### config.mk
export PLATFORM = sky130hd
export DESIGN_NAME = pipelined_tree_multiplier
export DESIGN_NICKNAME = d
export VERILOG_FILES = /design/src/rtl/pipelined_tree_multiplier.sv
export SDC_FILE = /design/constraint.sdc
export NUM_CORES = 1
export LEC_CHECK = 0
export CORE_ASPECT_RATIO = 1.5
export CORE_MARGIN = 4
export CORE_UTILIZATION = 60
export DETAILED_ROUTE_END_ITERATION = 7
export DONT_BUFFER_PORTS = 1
export GPL_TIMING_DRIVEN = 0
export PLACE_DENSITY_LB_ADDON = 0.05
export SLEW_MARGIN = 30
export SYNTH_ARGS = -nofsm -noshare
export SYNTH_HDL_FRONTEND = slang
export SYNTH_SLANG_ARGS = --single-unit
### constraint.sdc
create_clock -name clk -period 4.7 [get_ports clk]
set_input_delay 0.94 -clock clk [delete_from_list [all_inputs] [get_ports clk]]
set_output_delay 0.94 -clock clk [all_outputs]
set_load 0.1 [all_outputs]
### src/rtl/pipelined_tree_multiplier.sv
// Pipelined N x N multiplier, signed or unsigned per beat.
// Stages: S1 partial products, S2 carry-save tree to a sum/carry pair,
// S3 final carry-propagate add, S4 optional output register.
// Every stage carries its own valid and mode bit. The pipeline advances
// as a single unit whenever the output slot is empty or being consumed.
module pipelined_tree_multiplier #(
    parameter int unsigned N       = 8,
    parameter bit          OUT_REG = 1'b1
) (
    input  logic             clk,
    input  logic             rst_n,
    input  logic             in_valid,
    output logic             in_ready,
    input  logic [N-1:0]     a,
    input  logic [N-1:0]     b,
    input  logic             is_signed,
    output logic             out_valid,
    input  logic             out_ready,
    output logic [2*N-1:0]   product,
    output logic             busy
);

    localparam int unsigned W    = 2 * N;
    localparam int unsigned ROWS = N + 1;

    logic adv;
    logic accept;

    assign adv      = !out_valid || out_ready;
    assign in_ready = adv;
    assign accept   = in_valid && adv;

    // ------------------------------------------------------------------
    // S1: partial-product generation
    // ------------------------------------------------------------------
    logic [W-1:0] a_ext;
    logic [W-1:0] pp_d [ROWS];

    logic         s1_valid_q;
    logic         s1_signed_q;
    logic [W-1:0] s1_pp_q [ROWS];

    // Build one row per multiplier bit. In signed mode the top row carries
    // negative weight, so it is entered as its one's complement and the
    // missing +1 goes into the extra correction row. Non-accepted cycles
    // carry all-zero rows so bubbles hold a zero product.
    always_comb begin
        a_ext = is_signed ? {{N{a[N-1]}}, a} : {{N{1'b0}}, a};
        for (int unsigned i = 0; i < ROWS; i++) begin
            pp_d[i] = '0;
        end
        if (accept) begin
            for (int unsigned i = 0; i < N - 1; i++) begin
                if (b[i]) begin
                    pp_d[i] = a_ext << i;
                end
            end
            if (b[N-1]) begin
                if (is_signed) begin
                    pp_d[N-1] = ~(a_ext << (N - 1));
                    pp_d[N]   = W'(1);
                end else begin
                    pp_d[N-1] = a_ext << (N - 1);
                end
            end
        end
    end

    // S1 register: capture the beat's partial products and mode.
    always_ff @(posedge clk) begin
        if (!rst_n) begin
            s1_valid_q  <= 1'b0;
            s1_signed_q <= 1'b0;
            for (int unsigned i = 0; i < ROWS; i++) begin
                s1_pp_q[i] <= '0;
            end
        end else if (adv) begin
            s1_valid_q  <= accept;
            s1_signed_q <= accept ? is_signed : 1'b0;
            for (int unsigned i = 0; i < ROWS; i++) begin
                s1_pp_q[i] <= pp_d[i];
            end
        end
    end

    // ------------------------------------------------------------------
    // S2: carry-save (3:2) tree reduction
    // ------------------------------------------------------------------
    logic [W-1:0] red_rows [ROWS];
    logic [W-1:0] red_next [ROWS];
    int unsigned  red_cnt;
    int unsigned  red_groups;
    int unsigned  red_rem;
    logic [W-1:0] csa_x;
    logic [W-1:0] csa_y;
    logic [W-1:0] csa_z;
    logic [W-1:0] sum_d;
    logic [W-1:0] carry_d;

    logic         s2_valid_q;
    logic         s2_signed_q;
    logic [W-1:0] s2_sum_q;
    logic [W-1:0] s2_carry_q;

    // Each level compresses every full group of three rows into two and
    // passes leftover rows through, until a sum/carry pair remains.
    // All arithmetic is modulo 2^W, so carries out of the top bit drop.
    always_comb begin
        for (int unsigned i = 0; i < ROWS; i++) begin
            red_rows[i] = s1_pp_q[i];
            red_next[i] = '0;
        end
        red_cnt    = ROWS;
        red_groups = 0;
        red_rem    = 0;
        csa_x      = '0;
        csa_y      = '0;
        csa_z      = '0;
        for (int unsigned lvl = 0; lvl < ROWS; lvl++) begin
            if (red_cnt > 2) begin
                red_groups = red_cnt / 3;
                red_rem    = red_cnt % 3;
                for (int unsigned i = 0; i < ROWS; i++) begin
                    red_next[i] = '0;
                end
                for (int unsigned g = 0; g < ROWS / 3; g++) begin
                    if (g < red_groups) begin
                        csa_x = red_rows[3*g];
                        csa_y = red_rows[3*g+1];
                        csa_z = red_rows[3*g+2];
                        red_next[2*g]   = csa_x ^ csa_y ^ csa_z;
                        red_next[2*g+1] = ((csa_x & csa_y) | (csa_x & csa_z) |
                                           (csa_y & csa_z)) << 1;
                    end
                end
                for (int unsigned r = 0; r < 2; r++) begin
                    if (r < red_rem) begin
                        red_next[2*red_groups+r] = red_rows[3*red_groups+r];
                    end
                end
                for (int unsigned i = 0; i < ROWS; i++) begin
                    red_rows[i] = red_next[i];
                end
                red_cnt = 2 * red_groups + red_rem;
            end
        end
        sum_d   = red_rows[0];
        carry_d = red_rows[1];
    end

    // S2 register: hold the reduced sum/carry pair.
    always_ff @(posedge clk) begin
        if (!rst_n) begin
            s2_valid_q  <= 1'b0;
            s2_signed_q <= 1'b0;
            s2_sum_q    <= '0;
            s2_carry_q  <= '0;
        end else if (adv) begin
            s2_valid_q  <= s1_valid_q;
            s2_signed_q <= s1_signed_q;
            s2_sum_q    <= sum_d;
            s2_carry_q  <= carry_d;
        end
    end

    // ------------------------------------------------------------------
    // S3: final carry-propagate add
    // ------------------------------------------------------------------
    logic         s3_valid_q;
    logic         s3_signed_q;
    logic [W-1:0] s3_prod_q;

    // S3 register: resolve the sum/carry pair into the product.
    always_ff @(posedge clk) begin
        if (!rst_n) begin
            s3_valid_q  <= 1'b0;
            s3_signed_q <= 1'b0;
            s3_prod_q   <= '0;
        end else if (adv) begin
            s3_valid_q  <= s2_valid_q;
            s3_signed_q <= s2_signed_q;
            s3_prod_q   <= s2_sum_q + s2_carry_q;
        end
    end

    // ------------------------------------------------------------------
    // S4: optional output register
    // ------------------------------------------------------------------
    logic unused_mode;

    if (OUT_REG) begin : g_out_reg
        logic         s4_valid_q;
        logic         s4_signed_q;
        logic [W-1:0] s4_prod_q;

        // S4 register: extra retiming stage in front of the output.
        always_ff @(posedge clk) begin
            if (!rst_n) begin
                s4_valid_q  <= 1'b0;
                s4_signed_q <= 1'b0;
                s4_prod_q   <= '0;
            end else if (adv) begin
                s4_valid_q  <= s3_valid_q;
                s4_signed_q <= s3_signed_q;
                s4_prod_q   <= s3_prod_q;
            end
        end

        assign out_valid   = s4_valid_q;
        assign product     = s4_prod_q;
        assign busy        = s1_valid_q | s2_valid_q | s3_valid_q | s4_valid_q;
        assign unused_mode = s4_signed_q;
    end else begin : g_no_out_reg
        assign out_valid   = s3_valid_q;
        assign product     = s3_prod_q;
        assign busy        = s1_valid_q | s2_valid_q | s3_valid_q;
        assign unused_mode = s3_signed_q;
    end

endmodule

# Yosys cells after proc, flatten, opt, wreduce, memory -nomap -nowiden

Memory sizes are Yosys's and may differ from the RTL's.
Cells that the tools add are included.

Bits in registers: 67
RAM bits: 144
Input bits: 21
Output and inout port bits: 19
Word-level logic and storage cells: 100
Memories kept: 1

Memories:

| memory  | depth | bits a word | rd ports | clocked after memory_dff | write ports | line | source |
|---|---|---|---|---|---|---|---|
| s1_pp_q | 9     | 16          | 9        | 0                        | 9           | 41   | `logic [W-1:0] s1_pp_q [ROWS];` |

Add/subtract/negate cells: 1
Muxes and demuxes: 25
Bitwise gates (word level): 62
Reduce and logical (&&, ||, !) cells: 3

Operators by type and width:

| operator            | count |
|---|---|
| $and A15 B15 Y15    | 21 |
| $mux W16            | 18 |
| $xor A16 B16 Y16    | 14 |
| $or A15 B15 Y15     | 14 |
| $mux W144           | 1 |
| $mux W32            | 1 |
| $add A16 B16 Y16    | 1 |
| $not A16 Y16        | 1 |
| $or A1 B1 Y1        | 12 |
| $mux W1             | 5 |
| $logic_and A1 B1 Y1 | 1 |
| $logic_not A1 Y1    | 1 |
| $logic_or A1 B1 Y1  | 1 |

# Longest topological paths before layout

An unclocked memory read counts as a cell.

Word-level depth: 13
Depth in mapped cells: 10
Depth with buffers taken out: 10

# Worst setup path before layout

No wires, ideal clock.

Path kind: reg-to-reg
From: register g_out_reg.s4_valid_q, in the netlist out_valid
To: memory s1_pp_q[0][0] (netlist bit) (enable)
Setup time: 0.747 ns
Arrival time: 2.993 ns
Data required time: 3.953 ns
Path slack: 0.960 ns
Cell stages (with the launch flop): 5
Buffers on the path: 2
Clock period less this slack: 3.740 ns
Cell sequence: dfxtp_1 > nor2b_1 > clkbuf_1 > clkbuf_1 > nand2_1

RTL lines:

| what                   | line | source |
|---|---|---|
| from (decl)            | 192  | `logic s4_valid_q;` |
| from (signal assigned) | 203  | `s4_valid_q <= s3_valid_q;` |
| to (decl)              | 41   |  |

# Worst setup path in the final report

From: register g_out_reg.s4_valid_q, in the netlist out_valid
To: output in_ready

Cells in the longest elaborated chain, start to end: 2

Ends and longest elaborated chain:

| what               | line | source |
|---|---|---|
| $logic_not A1 Y1   | 29   | `assign adv = !out_valid \|\| out_ready;` |
| $logic_or A1 B1 Y1 | 29   |  |
| to (decl)          | 13   | `output logic in_ready,` |

Every way passes these cells.

==> results.json <==
{
  "finalHoldViolCount": 0,
  "netlist.top_cell.by_area": "edfxtp_1",
  "drc": 0,
  "grt_max_degree": 41,
  "reg2reg_depth": 5,
  "finalSetupViolations": 0,
  "ys_types": 42,
  "row_count": 49,
  "drive_gt1_frac": 0.0594,
  "final_cell_area_sq_um": 8260,
  "via_count": 4796,
  "diodes": 0,
  "holdPathEnd": "s3_prod_q[8]",
  "synthCells": 707,
  "total_power_mw": 3.07,
  "ir_drop_mv": 0.287,
  "htree_levels": 4,
  "firstDrtPassIters": 4,
  "ctsResizeCount": 0,
  "grt_pass1_wl_um": 24700,
  "hold_buffers": 0,
  "coreArea_sq_um": 12100,
  "finalMaxSlewViolations": 0,
  "status": "finished clean",
  "synth_compound_area_frac": 0.0758,
  "reg2reg_from": "out_valid",
  "yosysMostFrequentCell": "nand2_1",
  "grt_pass1_vias": 5090,
  "clkLatencyLatePin_ns": 0.43,
  "grt_use_total": 0.227,
  "cts_tree": "done",
  "vias_per_cell": 5.36,
  "dieArea_sq_um": 14300,
  "boundaryPins": 40,
  "p_leak_nw": 3.74,
  "cts-root-buf": "clkbuf_16",
  "yosys-top-cells-count": "nand2_1, inv_1, edfxtp_1",
  "synth-seq-area-share": 0.470,
  "synth_mux_area_frac": 0.00135,
  "cp.required_ns": 3.76,
  "wirelength_um": 14900,
  "dp_hpwl_um": 11400,
  "critPathLaunchType": "register",
  "drtIter0Drc": 182,
  "crit_fanout": 10,
  "fin_skew_ns": 0.00841,
  "slew_headroom": 0.351,
  "path_class": "register to output pin",
  "synth_xor_area_frac": 0.0236,
  "dpl_cell_area_sq_um": 7670,
  "min_path_type": "register to register",
  "cts_setup_buffers": 0,
  "synth_top_family_by_area": "adder cells",
  "die_x_um": 98.9,
  "powerDensity_nw_per_um2": 372,
  "max-clock-path-buffers": 2,
  "avgSynthCellArea_sq_um": 10.5,
  "min_from": "s3_prod_q[8]",
  "grt_antenna_before_repair": 0,
  "cts_made_buffers": 17,
  "routedWlPerCell_um": 16.7,
  "finalCriticalPeriod_ns": 3.19,
  "synthTopCellsByArea": "edfxtp_1, dfxtp_1, fa_1, ha_1, nand2_1",
  "fmax_ghz": 0.314,
  "drtAntennaViolNets": 0,
  "area_growth_pct": 11.2,
  "endpoint_kind": "output pin",
  "rsz0062_at_grt": "false",
  "synth_nets": 821,
  "ys_seq_elements": 138,
  "synth-edff-count": 73,
  "synthAdderAreaFrac": 0.216,
  "regArea_sq_um": 3490,
  "fillCellCount": 915,
  "maxCapViolCount": 0,
  "synthArstFlopShare": 0,
  "yosys_warnings": 0,
  "rr_endpoint": "s1_pp_q[0][2]",
  "hold_path_depth": 2,
  "synthFlopType": "edfxtp_1",
  "path_clk_slew_ns": 0.06,
  "r2r_setup_slack_ns": 1.53,
  "yosysTopAreaCellShare": 0.295,
  "yosys.area_share.simple": 0.143,
  "start_util": 0.615,
  "nets": 842,
  "cp_data_arrival_time_ns": 2.25,
  "portBuffers": 0,
  "syn_area_sq_um": 7430,
  "fin_crit_sh": 0.679,
  "overflow": 0,
  "place.gp.congestion": 1.02,
  "max_slew.worst_pin.slew_ns": 0.972,
  "cts.sink_count": 138,
  "die_h_um": 144,
  "multi_input_area_sq_um": 3430
}
[placed cells by master, fill, tap and decap left out, types with 2 or more instances in the layout]
| cell type | instances |
|---|---|
| a211oi_1 | 6 |
| a21o_1 | 7 |
| a21oi_1 | 59 |
| and3_1 | 66 |
| buf_1 | 2 |
| buf_12 | 2 |
| buf_2 | 2 |
| clkbuf_1 | 26 |
| clkbuf_16 | 18 |
| clkbuf_8 | 4 |
| clkinv_2 | 4 |
| dfxtp_1 | 65 |
| edfxtp_1 | 73 |
| fa_1 | 59 |
| ha_1 | 34 |
| inv_1 | 105 |
| inv_4 | 3 |
| nand2_1 | 112 |
| nand3_1 | 11 |
| nand4_1 | 2 |
| nor2_1 | 19 |
| nor3_1 | 5 |
| o2111ai_1 | 2 |
| o211ai_1 | 5 |
| o21ai_0 | 5 |
| or3_1 | 2 |
| xnor2_1 | 17 |
| xor2_1 | 3 |
[cell families (layout without fill, tap and decap cells)]
family / count (synthesis) / in the layout
XOR/XNOR: 20 / 20
AO/OA/AOI/OAI: 93 / 93
buffers and inverters: 136 / 170
flip-flops: 138 / 138
adder cells (fa/ha/maj): 93 / 93
AND/OR/NAND/NOR: 225 / 225
other: 1 / 1
multiplexers: 1 / 1
[layer usage]
layer / global-route usage / routed length (um) / vias up
li1: - / - / 2377
met1: 0.242 / 5730 / 2269
met2: 0.421 / 8110 / 117
met3: 0.0574 / 740 / 33
met4: 0.0964 / 357 / 0
met5: 0 / 0 / -
[layout make-up]
cell class,instances,area share
well taps,153,0.0232
multi-input cells,433,0.415
clock buffers,22,0.0612
clock inverters,10,0.0103
repair buffers,2,0.00485
inverters,106,0.0482
plain buffers,30,0.0139
flip-flops and latches,138,0.423
[power by group]
group	internal [mW]	switching (mW)	total, mW
Clock	0.812	0.504	1.32
Combinational	0.136	0.192	0.328
Sequential	1.33	0.0920	1.42
[through the flow]
stage,cells,hold WS [ns],setup TNS (ns),worst slack (ns),utilization
after floorplan,707,0.432,0,0.960,-
after global placement,860,0.443,-3.23,-0.0491,0.631
after detailed placement,862,0.445,0,1.51,0.635
after CTS,894,0.453,0,1.49,0.684
after global routing,894,0.477,0,1.35,0.684
final,894,0.452,0,1.51,0.684
[flip-flops by register name, indices dropped and copies added, names as in the netlist]
register	flops
s3_valid_q	1
product	16
s2_carry_q	13
s1_pp_q	73
s2_valid_q	1
s3_prod_q	16
out_valid	1
s2_sum_q	16
s1_valid_q	1
[worst max-delay path by stage]
| stage | from | to | slack [ns] | depth (start not counted) |
|---|---|---|---|---|
| 6_report | out_valid | in_ready | 1.51 | 5 |
| 5_1_grt | out_valid | s1_pp_q[0][2] | 1.35 | 5 |
| 4_1_cts | s1_pp_q[0][15] | s2_sum_q[13] | 1.49 | 10 |
| 3_5_place_dp | s1_pp_q[0][15] | s2_sum_q[13] | 1.51 | 10 |
| 3_3_place_gp | out_valid | s1_pp_q[0][0] | -0.05 | 4 |
| 2_1_floorplan | out_valid | s1_pp_q[0][0] | 0.96 | 4 |
[critical path: stages, from the launching register on]
cell and delay (ns):
dfxtp_1 0.96, nor2b_1 0.26, inv_1 0.08, buf_2 0.18
buf_2 0.16, buf_12 0.16
No activity file was read; power rests on OpenSTA's default activity.
